<file path="src/rtl/wb_trace_capture_if.sv">
// Writeback port plus trace drain handshake between the CPU, the capture unit and the debug host.
// The slave modport is the capture unit's view; the master modport drives writebacks and accepts trace entries.
interface wb_trace_capture_if #(
  parameter int DATA_W = 8,
  parameter int ADDR_W = 2,
  parameter int SEQ_W  = 8
);
  logic              wb_we;
  logic [ADDR_W-1:0] wb_addr;
  logic [DATA_W-1:0] wb_data;
  logic              out_valid;
  logic              out_ready;
  logic [SEQ_W-1:0]  out_seq;
  logic [ADDR_W-1:0] out_addr;
  logic [DATA_W-1:0] out_data;

  modport master (
    output wb_we, wb_addr, wb_data, out_ready,
    input  out_valid, out_seq, out_addr, out_data
  );

  modport slave (
    input  wb_we, wb_addr, wb_data, out_ready,
    output out_valid, out_seq, out_addr, out_data
  );
endinterface

</file>
<file path="src/rtl/wb_trace_capture.sv">
// Shadows the register file and queues sequence-stamped writeback events; entry visible the cycle after capture.
// Backpressure: a full FIFO with no pop drops the event and sets sticky overflow; seq still advances.
module wb_trace_fifo #(
  parameter int  WIDTH = 8,
  parameter int  DEPTH = 8,
  localparam int PTR_W = $clog2(DEPTH),
  localparam int CNT_W = $clog2(DEPTH + 1)
) (
  input  logic             clk,
  input  logic             reset,
  input  logic             push,
  input  logic [WIDTH-1:0] push_dat,
  input  logic             pop,
  output logic [WIDTH-1:0] head_dat,
  output logic [CNT_W-1:0] count,
  output logic             full,
  output logic             empty
);
  logic [WIDTH-1:0] mem [DEPTH];
  logic [PTR_W-1:0] wr_ptr;
  logic [PTR_W-1:0] rd_ptr;
  logic             do_push;
  logic             do_pop;

  assign full     = (count == CNT_W'(DEPTH));
  assign empty    = (count == '0);
  assign do_pop   = pop && !empty;
  assign do_push  = push && (!full || do_pop);
  assign head_dat = mem[rd_ptr];

  // Storage is reset too so the head fields read zero out of reset.
  always_ff @(posedge clk or posedge reset) begin
    if (reset) begin
      for (int i = 0; i < DEPTH; i++) mem[i] <= '0;
      wr_ptr <= '0;
      rd_ptr <= '0;
      count  <= '0;
    end else begin
      if (do_push) begin
        mem[wr_ptr] <= push_dat;
        wr_ptr      <= wr_ptr + PTR_W'(1);
      end
      if (do_pop) rd_ptr <= rd_ptr + PTR_W'(1);
      case ({do_push, do_pop})
        2'b10:   count <= count + CNT_W'(1);
        2'b01:   count <= count - CNT_W'(1);
        default: count <= count;
      endcase
    end
  end
endmodule

module wb_trace_capture #(
  parameter int  DEPTH  = 8,
  parameter int  DATA_W = 8,
  parameter int  ADDR_W = 2,
  parameter int  SEQ_W  = 8,
  localparam int CNT_W  = $clog2(DEPTH + 1)
) (
  input  logic                clk,
  input  logic                reset,
  wb_trace_capture_if.slave   bus,
  input  logic                cap_en,
  input  logic                filter_en,
  input  logic                ovf_clr,
  output logic [CNT_W-1:0]    count,
  output logic                overflow,
  input  logic [ADDR_W-1:0]   shadow_sel,
  output logic [DATA_W-1:0]   shadow_data
);
  localparam int NREG = 1 << ADDR_W;

  typedef struct packed {
    logic [SEQ_W-1:0]  seq;
    logic [ADDR_W-1:0] addr;
    logic [DATA_W-1:0] data;
  } entry_t;

  logic [DATA_W-1:0] shadow [NREG];
  logic [NREG-1:0]   sh_vld;
  logic [SEQ_W-1:0]  seq;
  logic              changed;
  logic              qualify;
  logic              pop;
  logic              push;
  logic              drop;
  logic              fifo_full;
  logic              fifo_empty;
  entry_t            push_entry;
  entry_t            head_entry;

  // Filter compares against the value before this cycle's write lands.
  assign changed = !sh_vld[bus.wb_addr] || (bus.wb_data != shadow[bus.wb_addr]);
  assign qualify = cap_en && bus.wb_we && (!filter_en || changed);
  assign pop     = bus.out_valid && bus.out_ready;
  assign push    = qualify && (!fifo_full || pop);
  assign drop    = qualify && fifo_full && !pop;

  always_comb begin
    push_entry      = '0;
    push_entry.seq  = seq;
    push_entry.addr = bus.wb_addr;
    push_entry.data = bus.wb_data;
  end

  wb_trace_fifo #(
    .WIDTH ($bits(entry_t)),
    .DEPTH (DEPTH)
  ) u_fifo (
    .clk      (clk),
    .reset    (reset),
    .push     (push),
    .push_dat (push_entry),
    .pop      (pop),
    .head_dat (head_entry),
    .count    (count),
    .full     (fifo_full),
    .empty    (fifo_empty)
  );

  assign bus.out_valid = !fifo_empty;
  assign bus.out_seq   = head_entry.seq;
  assign bus.out_addr  = head_entry.addr;
  assign bus.out_data  = head_entry.data;
  assign shadow_data   = shadow[shadow_sel];

  always_ff @(posedge clk or posedge reset) begin
    if (reset) begin
      for (int i = 0; i < NREG; i++) shadow[i] <= '0;
      sh_vld <= '0;
    end else if (bus.wb_we) begin
      shadow[bus.wb_addr] <= bus.wb_data;
      sh_vld[bus.wb_addr] <= 1'b1;
    end
  end

  // Dropped events still consume a sequence number so the host can see the gap.
  always_ff @(posedge clk or posedge reset) begin
    if (reset) begin
      seq      <= '0;
      overflow <= 1'b0;
    end else begin
      if (qualify) seq <= seq + SEQ_W'(1);
      if (drop)         overflow <= 1'b1;
      else if (ovf_clr) overflow <= 1'b0;
    end
  end
endmodule

</file>
<file path="src/flat_wrapper.sv">
// flat-port wrapper written by rule: the top's interface ports become plain ports
module wb_trace_capture_flat 
#(
  parameter int  DEPTH  = 8,
  parameter int  DATA_W = 8,
  parameter int  ADDR_W = 2,
  parameter int  SEQ_W  = 8,
  localparam int CNT_W  = $clog2(DEPTH + 1)
)
  (clk, reset, cap_en, filter_en, ovf_clr, count, overflow, shadow_sel, shadow_data, bus_wb_we, bus_wb_addr, bus_wb_data, bus_out_ready, bus_out_valid, bus_out_seq, bus_out_addr, bus_out_data);
  wb_trace_capture_if #(.DATA_W(DATA_W), .ADDR_W(ADDR_W), .SEQ_W(SEQ_W)) bus_i ();
  input  logic clk;
  input  logic reset;
  input  logic cap_en;
  input  logic filter_en;
  input  logic ovf_clr;
  output logic [CNT_W-1:0] count;
  output logic overflow;
  input  logic [ADDR_W-1:0] shadow_sel;
  output logic [DATA_W-1:0] shadow_data;
  input wire logic [$bits(bus_i.wb_we)-1:0] bus_wb_we;
  input wire logic [$bits(bus_i.wb_addr)-1:0] bus_wb_addr;
  input wire logic [$bits(bus_i.wb_data)-1:0] bus_wb_data;
  input wire logic [$bits(bus_i.out_ready)-1:0] bus_out_ready;
  output wire logic [$bits(bus_i.out_valid)-1:0] bus_out_valid;
  output wire logic [$bits(bus_i.out_seq)-1:0] bus_out_seq;
  output wire logic [$bits(bus_i.out_addr)-1:0] bus_out_addr;
  output wire logic [$bits(bus_i.out_data)-1:0] bus_out_data;
  assign bus_i.wb_we = bus_wb_we;
  assign bus_i.wb_addr = bus_wb_addr;
  assign bus_i.wb_data = bus_wb_data;
  assign bus_i.out_ready = bus_out_ready;
  assign bus_out_valid = bus_i.out_valid;
  assign bus_out_seq = bus_i.out_seq;
  assign bus_out_addr = bus_i.out_addr;
  assign bus_out_data = bus_i.out_data;
  wb_trace_capture #(.DEPTH(DEPTH), .DATA_W(DATA_W), .ADDR_W(ADDR_W), .SEQ_W(SEQ_W)) u_core (.clk(clk), .reset(reset), .bus(bus_i), .cap_en(cap_en), .filter_en(filter_en), .ovf_clr(ovf_clr), .count(count), .overflow(overflow), .shadow_sel(shadow_sel), .shadow_data(shadow_data));
endmodule
</file>
<file path="config.mk">
export PLATFORM = sky130hd
export DESIGN_NAME = wb_trace_capture_flat
export DESIGN_NICKNAME = d
export VERILOG_FILES = /design/src/rtl/wb_trace_capture_if.sv /design/src/rtl/wb_trace_capture.sv /design/src/flat_wrapper.sv
export SDC_FILE = /design/constraint.sdc
export NUM_CORES = 1
export LEC_CHECK = 0
export ABC_AREA = 1
export BUFFER_PORTS_ARGS = -buffer_cell sky130_fd_sc_hd__buf_2
export CORE_ASPECT_RATIO = 0.9
export CORE_MARGIN = 1
export CORE_UTILIZATION = 57
export DETAILED_ROUTE_END_ITERATION = 10
export PLACE_DENSITY = 0.75
export SLEW_MARGIN = 20
export SYNTH_ARGS = -nofsm -noshare
export SYNTH_HDL_FRONTEND = slang
export SYNTH_SLANG_ARGS = --single-unit
</file>
<file path="constraint.sdc">
create_clock -name clk -period 11.71 [get_ports clk]
set_clock_uncertainty 0.05 [all_clocks]
set_input_delay 3.513 -clock clk [delete_from_list [all_inputs] [get_ports clk]]
set_output_delay 3.513 -clock clk [all_outputs]
set_load 0.02 [all_outputs]
</file>
* Yosys cells after proc, flatten, opt, wreduce, memory -nomap -nowiden
Cells that the tools add are included.
** Operators by class
- Muxes and demuxes :: 22
- Reductions and logical operators :: 23
- Magnitude comparators :: 8
- Bitwise logic cells :: 5
- Add/subtract/negate cells :: 5
- Equality and inequality tests :: 4
** Operators by type and width (number)
- $bwmux 144 :: 1
- $bmux 18 s3 :: 1
- $demux 18 s3 :: 1
- $mux 18 :: 3
- $mux 8 :: 5
- $bmux 8 s2 :: 2
- $bwmux 32 :: 1
- $demux 8 s2 :: 1
- $logic_and 1x1->1 :: 11
- $add 8x1->8 const B :: 1
- $ge 4x4->1 const B :: 2
- $ne 8x8->1 :: 1
- $not 3->4 :: 2
- $pmux 4 s2 :: 1
- $add 3x1->3 const B :: 2
- $ge 3x3->1 const B :: 2
- $not 2->3 :: 2
- $logic_not 1->1 :: 5
- $add 4x1->4 const B :: 1
- $eq 4x4->1 const B :: 1
- $logic_not 4->1 :: 1
- $logic_or 1x1->1 :: 4
- $lt 4x1->1 const B :: 1
- $mux 1 :: 4
- other kinds (10) :: 11
** Word-level totals
- Logic and storage cells :: 85
- Register bits after elaboration :: 199
- Output and inout bits :: 32

* Logic depth before layout (Yosys ltp)
Gate-level depths: netlist of the first run.
- Word-level depth :: 12
- Mapped depth :: 24
- Depth with buffers taken out :: 21

* Modules after synthesis
Synthesis of the first run repeated with hierarchy kept, for this count alone.
** Second synthesis, totals
- Cells, all modules :: 1437
- Area, all modules :: 10699.0 um^2
** Modules (own cells, without submodules)
- wb_trace_fifo :: cells an instance 1071, times used 1, seq. area each 3853.7 um^2, area each 8179.1 um^2
- wb_trace_capture :: cells an instance 366, times used 1, seq. area each 1126.1 um^2, area each 2519.9 um^2

* Worst setup path after synthesis of the first run
No wires, ideal clock.
- Path kind :: in2out
- Start :: in shadow_sel[0]
- End :: out shadow_data[5]
- Arrival :: 4.339 ns
- Required time :: 8.147 ns
- Slack :: 3.808 ns
- Cell stages on the path :: 4
- Cell sequence :: inv_1 > clkbuf_1 > o21ai_0 > o22ai_1
** On the way
- Cells in the longest elaborated chain, start to end :: 4
** RTL lines
- from (decl) :: line flat_wrapper.sv:19 : input logic [ADDR_W-1:0] shadow_sel;
- $not 2->3 (implied by the code) :: line wb_trace_capture.sv:125 : assign shadow_data = shadow[shadow_sel];
- $bmux 8 s2 :: line wb_trace_capture.sv:125
- $mux 8 (implied by the code) (2 in series) :: line wb_trace_capture.sv:125
- to (decl) :: line flat_wrapper.sv:20 : output logic [DATA_W-1:0] shadow_data;
No other way between the ends. The select of a mux whose other input is x is not followed.

* Worst setup path in the final report of the first run
- Start :: in shadow_sel[0]
- End :: out shadow_data[0]
Same word-level chain as after synthesis.

==> impl_metrics.env, run 1 <==
export IMPL_final_layout_size_suffix_gt1_frac=0.120
export IMPL_worst_hold_startpoint="u_core.sh_vld[0]$_DFFE_PP0P_"
export IMPL_drtAntennaViolNets=0
export IMPL_io_pins=51
export IMPL_rsz0062_at_grt="no"
export IMPL_num_rows=46
export IMPL_floorplan_die_width_um=146
export IMPL_maxSlewHeadroom=0.280
export IMPL_power_per_cell_area_mw_per_mm2=252
export IMPL_timing_critical_path_arrival_ps=4540
export IMPL_finalWeightedCongestion=0.837
export IMPL_grt_ovfl_total=0
export IMPL_post_synth_instance_area_mm2=0.0106
export IMPL_hold_path_endpoint="u_core.sh_vld[0]$_DFFE_PP0P_"
export IMPL_global_route_wire_length_before_repair_mm=47.6
export IMPL_total_power_mw=2.83
export IMPL_setup_total_negative_slack_ps=0
export IMPL_busiest_layer="met1"
export IMPL_async_set_or_reset_flop_fraction_in_the_synthesized_netlist=1.00
export IMPL_number_of_antenna_violations_at_the_first_check_in_global_routing=0
export IMPL_leakage_nw=5.66
export IMPL_min_path_type="reg -> reg"
export IMPL_synth_top_cells_by_area="sky130_fd_sc_hd__dfrtp_1 (47%), sky130_fd_sc_hd__nand2_1 (15%), sky130_fd_sc_hd__nand4_1 (8.7%)"
export IMPL_hpwl_mm=16.5
export IMPL_grt_start_max_net_pins=116
export IMPL_tritoncts_buffers=17
export IMPL_clock_sink_count=199
export IMPL_detailed_place_area_mm2=0.0107
export IMPL_grt_total_usage=0.314
export IMPL_die_height_um=131
export IMPL_postLayoutCellArea_mm2=0.0113
export IMPL_postSynthNetCount=1370
export IMPL_highest_clock_rate_ghz=0.123
export IMPL_synth_yosys_seq_area_share=0.469
export IMPL_vdd_drop_max_uv=153
export IMPL_detailedRoute_firstPassIterationCount=5
export IMPL_worstPathMaxFanout=17
export IMPL_yosys_most_used_dff="sky130_fd_sc_hd__dfrtp_1"
export IMPL_clk_path_buf_depth=2
export IMPL_setup_worst_path_end_class="output pin"
export IMPL_postCtsSetupBuffers=0
export IMPL_crit_path_start="shadow_sel[0]"
export IMPL_synth_edf_count=0
export IMPL_grt_util_met3=0.0517
export IMPL_tritoncts_clock_tree="done"
export IMPL_report_final_slew_viol_count=0
export IMPL_synth_seq_cells=199
export IMPL_clock_latency_ps=440
export IMPL_initial_core_util=0.593
export IMPL_first_global_vias=8699
export IMPL_routed_via_density=6.11
export IMPL_flow_area_growth_from_synthesis_pct=6.14
export IMPL_core_area_mm2=0.0179
export IMPL_layout_nets=1352
export IMPL_grt_util_met1=0.472
export IMPL_min_delay_path_depth=2
export IMPL_finalHoldViolCount=0
export IMPL_iteration_0_drc_count_of_the_detailed_router=1040
export IMPL_clk_pin_slew_ps=70
export IMPL_yosysWarningCount=0
export IMPL_clock_root_buffer="sky130_fd_sc_hd__clkbuf_16"
export IMPL_n_antenna_cell=0
export IMPL_htree_levels=4
export IMPL_timing_rr_end="u_core.u_fifo.count[3]$_DFFE_PP0P_"
export IMPL_setup_viol=0
export IMPL_avgSynthCellArea_um2=7.89
export IMPL_worst_setup_path_type="in -> out"
export IMPL_ff2ff_setup_slack_ps=8280
export IMPL_syn_instance_count=1344
export IMPL_cts_repair_resize_count=0
export IMPL_synth_top_cell_area_share=0.469
export IMPL_critPathRequiredTime_ps=8150
export IMPL_timing_final_crit_share=0.692
export IMPL_synth_top_area_cell="sky130_fd_sc_hd__dfrtp_1"
export IMPL_routed_via_count=9635
export IMPL_r2r_worst_path_depth=19
export IMPL_detail_route_wl_per_cell_um=18.6
export IMPL_timing_critical_path_from_type="input pin"
export IMPL_ys_types=36
export IMPL_tightest_slew_ps=1080
export IMPL_max_cap_viol_count=0
export IMPL_die_area_mm2=0.0192
export IMPL_cts_hold_buffers=0
export IMPL_met2_use_gr=0.465
export IMPL_drcViolationCount=0
export IMPL_run_status="complete, no violations"
export IMPL_worstReg2RegStart="u_core.shadow[1]$_DFFE_PP0P_"
export IMPL_total_wire_length_mm=29.3
export IMPL_port_buffer_count=50
export IMPL_timing_final_crit_period_ps=8100
synthesized netlist by cell type, types with 8 or more instances:
cell type and count:
sky130_fd_sc_hd__a31oi_1 18, sky130_fd_sc_hd__buf_1 20, sky130_fd_sc_hd__buf_6 25, sky130_fd_sc_hd__clkbuf_1 49
sky130_fd_sc_hd__dfrtp_1 199, sky130_fd_sc_hd__inv_1 34, sky130_fd_sc_hd__nand2_1 429, sky130_fd_sc_hd__nand2_2 31
sky130_fd_sc_hd__nand3_1 13, sky130_fd_sc_hd__nand4_1 148, sky130_fd_sc_hd__nand4_4 8, sky130_fd_sc_hd__nor2_1 166
sky130_fd_sc_hd__o21ai_0 125, sky130_fd_sc_hd__o22ai_1 27
how the worst max path moves through the flow:
stage | end | slack (ps)
global route | shadow_data[6] | 3480
finish | shadow_data[0] | 3610
floorplan | u_core.overflow$_DFFE_PP0P_ | 2720
global placement | shadow_data[4] | 3730
CTS | shadow_data[7] | 3660
detailed placement | shadow_data[7] | 3660
layout by cell type (no fill, tap or decap), types with 2 or more instances in the layout:
master / netlist / final
sky130_fd_sc_hd__o22ai_1: 27 / 27
sky130_fd_sc_hd__o21ai_2: 2 / 2
sky130_fd_sc_hd__dfrtp_1: 199 / 198
sky130_fd_sc_hd__nand3b_2: 2 / 2
sky130_fd_sc_hd__o21ai_0: 125 / 125
sky130_fd_sc_hd__nand4_1: 148 / 148
sky130_fd_sc_hd__nand2_2: 31 / 31
sky130_fd_sc_hd__nand3_2: 2 / 2
sky130_fd_sc_hd__a31oi_1: 18 / 18
sky130_fd_sc_hd__nor2_1: 166 / 163
sky130_fd_sc_hd__a21oi_1: 2 / 2
sky130_fd_sc_hd__ha_1: 6 / 6
sky130_fd_sc_hd__clkbuf_16: 0 / 17
sky130_fd_sc_hd__buf_4: 3 / 16
sky130_fd_sc_hd__nor2_2: 1 / 4
sky130_fd_sc_hd__clkbuf_8: 0 / 2
sky130_fd_sc_hd__nand2_1: 429 / 429
sky130_fd_sc_hd__clkinv_1: 3 / 2
sky130_fd_sc_hd__xor2_1: 7 / 7
sky130_fd_sc_hd__nor2_4: 3 / 3
sky130_fd_sc_hd__nand3_1: 13 / 13
sky130_fd_sc_hd__buf_2: 4 / 50
sky130_fd_sc_hd__nand4_4: 8 / 8
sky130_fd_sc_hd__clkinvlp_4: 0 / 6
sky130_fd_sc_hd__xnor2_1: 2 / 2
sky130_fd_sc_hd__clkinv_2: 0 / 3
sky130_fd_sc_hd__inv_1: 34 / 33
sky130_fd_sc_hd__inv_2: 4 / 5
sky130_fd_sc_hd__bufinv_16: 0 / 2
cell families (layout without fill, tap and decap cells):
family | Yosys count | in the layout | synth area share
adder cells (fa/ha/maj) | 7 | 7 | 0.00896
flip-flops | 199 | 199 | 0.469
XOR/XNOR | 9 | 9 | 0.00743
buffers and inverters | 146 | 140 | 0.0745
AO/OA/AOI/OAI | 175 | 175 | 0.0888
AND/OR/NAND/NOR | 808 | 808 | 0.351
per-layer routing:
layer | vias to the layer above | routed length (µm)
met3 | 38 | 2470
li1 | 4465 | -
met1 | 4655 | 13000
met5 | - | 0
met2 | 477 | 13300
met4 | 0 | 504
where the power goes:
part	total [mW]	switching (mW)	leakage, nW	internal, mW
clock network	0.588	0.264	0.269	0.324
logic	1.17	0.798	2.82	0.370
registers	1.08	0.168	2.56	0.909
total	2.83	1.23	5.66	1.60
cell type report:
type	instances	area, µm²
inverter	42	170
clock buffer	19	453
sequential	199	4980
fill	1563	6640
tap	240	300
clock inverter	12	129
timing repair buffer	67	382
multi-input combinational	999	4840
through the flow:
stage / hold slack [ps] / instances / worst slack (ps) / util
finish: 419 / 1578 / 3610 / 0.629
global route: 436 / 1578 / 3480 / 0.629
CTS: 425 / 1578 / 3660 / 0.628
detailed placement: 409 / 1547 / 3660 / 0.596
global placement: 402 / 1547 / 3730 / 0.596
floorplan: 385 / 1344 / 2720 / -
flip-flops by register name, summed over array words and instances, names as in the netlist:
signal / cells
u_core.overflow: 1
u_core.seq: 8
u_core.sh_vld: 4
u_core.shadow: 32
u_core.u_fifo.count: 4
u_core.u_fifo.mem: 144
u_core.u_fifo.rd_ptr: 3
u_core.u_fifo.wr_ptr: 3
worst max-delay path, cell delays in order:
cell and delay [ps]:
sky130_fd_sc_hd__buf_2 190, sky130_fd_sc_hd__inv_1 360, sky130_fd_sc_hd__o21ai_0 140, sky130_fd_sc_hd__o22ai_1 140, sky130_fd_sc_hd__buf_2 190
Power figures use the tool's default switching activity.
==> inputs of run 2 (changes only) <==
- clock period: 11.71 -> 8.1 ns (I/O delays scaled with it)
==> run 2 against run 1 <==
  * Die area did not move
  * Critical path depth stayed put
  * Register-to-register slack got worse by 3400 ps
  * Clock power rose by 41%
  * Wire length up 2.3%
  * Count of clock-buffer cells in the layout rose by 4
  * Sequential power up 44%
  * Sequential share of layout area is essentially flat
  * Cell area about the same
  * Utilization about the same
  * Total power up 44%
==> impl_metrics.env, run 2 (same netlist as run 1, synthesis figures left out) <==
export IMPL_timing_final_crit_period_ps=5960
export IMPL_rsz0062_at_grt="no"
export IMPL_first_global_vias=8792
export IMPL_most_common_cell_after_layout_fill_and_taps_aside="sky130_fd_sc_hd__nand2_1"
export IMPL_htree_levels=4
export IMPL_leakage_nw=5.67
export IMPL_final_hold_worst_slack_ps=428
export IMPL_worstReg2RegStart="u_core.u_fifo.count[1]$_DFFE_PP0P_"
export IMPL_timing_critical_path_arrival_ps=3480
export IMPL_tritoncts_clock_tree="done"
export IMPL_die_area_mm2=0.0192
export IMPL_top_register="u_core.u_fifo.mem"
export IMPL_clock_latency_ps=430
export IMPL_n_antenna_cell=0
export IMPL_worstPathMaxFanout=17
export IMPL_clock_sink_count=199
export IMPL_maxSlewHeadroom=0.351
export IMPL_finalWeightedCongestion=0.835
export IMPL_largest_reg_flops=144
export IMPL_tightest_slew_ps=974
export IMPL_final_instance_count_excl_fillers=1580
export IMPL_die_height_um=131
export IMPL_cts_hold_buffers=0
export IMPL_hpwl_mm=16.7
export IMPL_highest_clock_rate_ghz=0.168
export IMPL_routed_via_count=9629
export IMPL_worst_setup_path_type="in -> out"
export IMPL_final_layout_size_suffix_gt1_frac=0.118
export IMPL_timing_final_ws_setup_ps=2140
export IMPL_flow_area_growth_from_synthesis_pct=6.06
export IMPL_total_power_mw=4.09
export IMPL_clk_path_buf_depth=2
export IMPL_critPathRequiredTime_ps=5620
export IMPL_postCtsSetupBuffers=0
export IMPL_clock_root_buffer="sky130_fd_sc_hd__clkbuf_16"
export IMPL_grt_start_max_net_pins=125
export IMPL_cp_slowest_stage_delay_ps=280
export IMPL_setup_viol=0
export IMPL_global_route_wire_length_before_repair_mm=48.5
export IMPL_power_per_cell_area_mw_per_mm2=364
export IMPL_setup_worst_path_end_class="output pin"
export IMPL_ff2ff_setup_slack_ps=4910
export IMPL_floorplan_die_width_um=146
export IMPL_min_path_type="reg -> reg"
export IMPL_max_cap_viol_count=0
export IMPL_detail_route_wl_per_cell_um=19.0
export IMPL_total_wire_length_mm=30.0
export IMPL_initial_core_util=0.593
export IMPL_io_pins=51
export IMPL_hold_path_endpoint="u_core.u_fifo.mem[87]$_DFFE_PP0P_"
export IMPL_number_of_antenna_violations_at_the_first_check_in_global_routing=0
export IMPL_clk_pin_slew_ps=70
export IMPL_core_area_mm2=0.0179
export IMPL_finish_utilization=0.629
export IMPL_postLayoutCellArea_mm2=0.0113
export IMPL_setup_total_negative_slack_ps=0
export IMPL_cp_common_cell="sky130_fd_sc_hd__buf_2"
export IMPL_timing_final_crit_share=0.736
export IMPL_timing_critical_path_from_type="input pin"
export IMPL_port_buffer_count=50
export IMPL_drtAntennaViolNets=0
export IMPL_cts_repair_resize_count=0
export IMPL_grt_total_usage=0.323
export IMPL_detailedRoute_firstPassIterationCount=5
export IMPL_num_rows=46
export IMPL_cell_count_after_placement=1550
export IMPL_run_status="complete, no violations"
export IMPL_detailed_place_area_mm2=0.0107
export IMPL_crit_slowest_cell="sky130_fd_sc_hd__inv_1"
export IMPL_grt_ovfl_total=0
export IMPL_worst_hold_startpoint="u_core.u_fifo.mem[87]$_DFFE_PP0P_"
export IMPL_finalHoldViolCount=0
export IMPL_timing_rr_end="u_core.u_fifo.count[3]$_DFFE_PP0P_"
export IMPL_drcViolationCount=0
export IMPL_tritoncts_buffers=17
export IMPL_routed_via_density=6.09
export IMPL_vdd_drop_max_uv=242
export IMPL_min_delay_path_depth=2
export IMPL_r2r_worst_path_depth=15
export IMPL_report_final_slew_viol_count=0
export IMPL_iteration_0_drc_count_of_the_detailed_router=1215
export IMPL_placement_setup_worst_slack_ps=2190
export IMPL_most_common_layout_cells="sky130_fd_sc_hd__nand2_1 (429), sky130_fd_sc_hd__dfrtp_1 (198), sky130_fd_sc_hd__nor2_1 (165)"
export IMPL_largestRegisters="u_core.u_fifo.mem x144, u_core.shadow x32, u_core.seq x8"
export IMPL_layout_nets=1355
export IMPL_path_cells="buf_2 > inv_1 > o21ai_0 > o22ai_1 > buf_2"
-- run 2: where the power goes --
group	switching, mW	internal, mW
combinational	1.17	0.542
sequential	0.242	1.31
clock	0.374	0.453
total	1.78	2.31
-- run 2: how the worst max path moves through the flow --
stage	start	endpoint	slack [ps]	cells past startpoint
3_5_place_dp	shadow_sel[0]	shadow_data[5]	2190	5
4_1_cts	shadow_sel[0]	shadow_data[0]	2190	5
3_3_place_gp	shadow_sel[0]	shadow_data[3]	2280	5
5_1_grt	shadow_sel[0]	shadow_data[5]	1990	5
6_report	shadow_sel[0]	shadow_data[0]	2140	5
2_1_floorplan	reset	u_core.overflow$_DFFE_PP0P_	190	1
-- run 2: final cells by class --
cell class	count	area (µm²)
Clock buffer	23	488
Clock inverter	7	71.3
Fill cell	1557	6650
Inverter	42	170
Multi-Input combinational cell	999	4840
Sequential cell	199	4980
Tap cell	240	300
Timing Repair Buffer	70	400
-- run 2: routing by layer --
metal	wire [µm]	track usage	share of wire
met1	13100	0.484	0.44
met5	0	0	0
met4	737	0.112	0.025
met3	2770	0.0497	0.092
met2	13400	0.476	0.45
-- run 2: critical path, delay by kind of cell --
family / cells / cell delay, ps
buffers and inverters: 3 / 680
AO/OA/AOI/OAI: 2 / 360
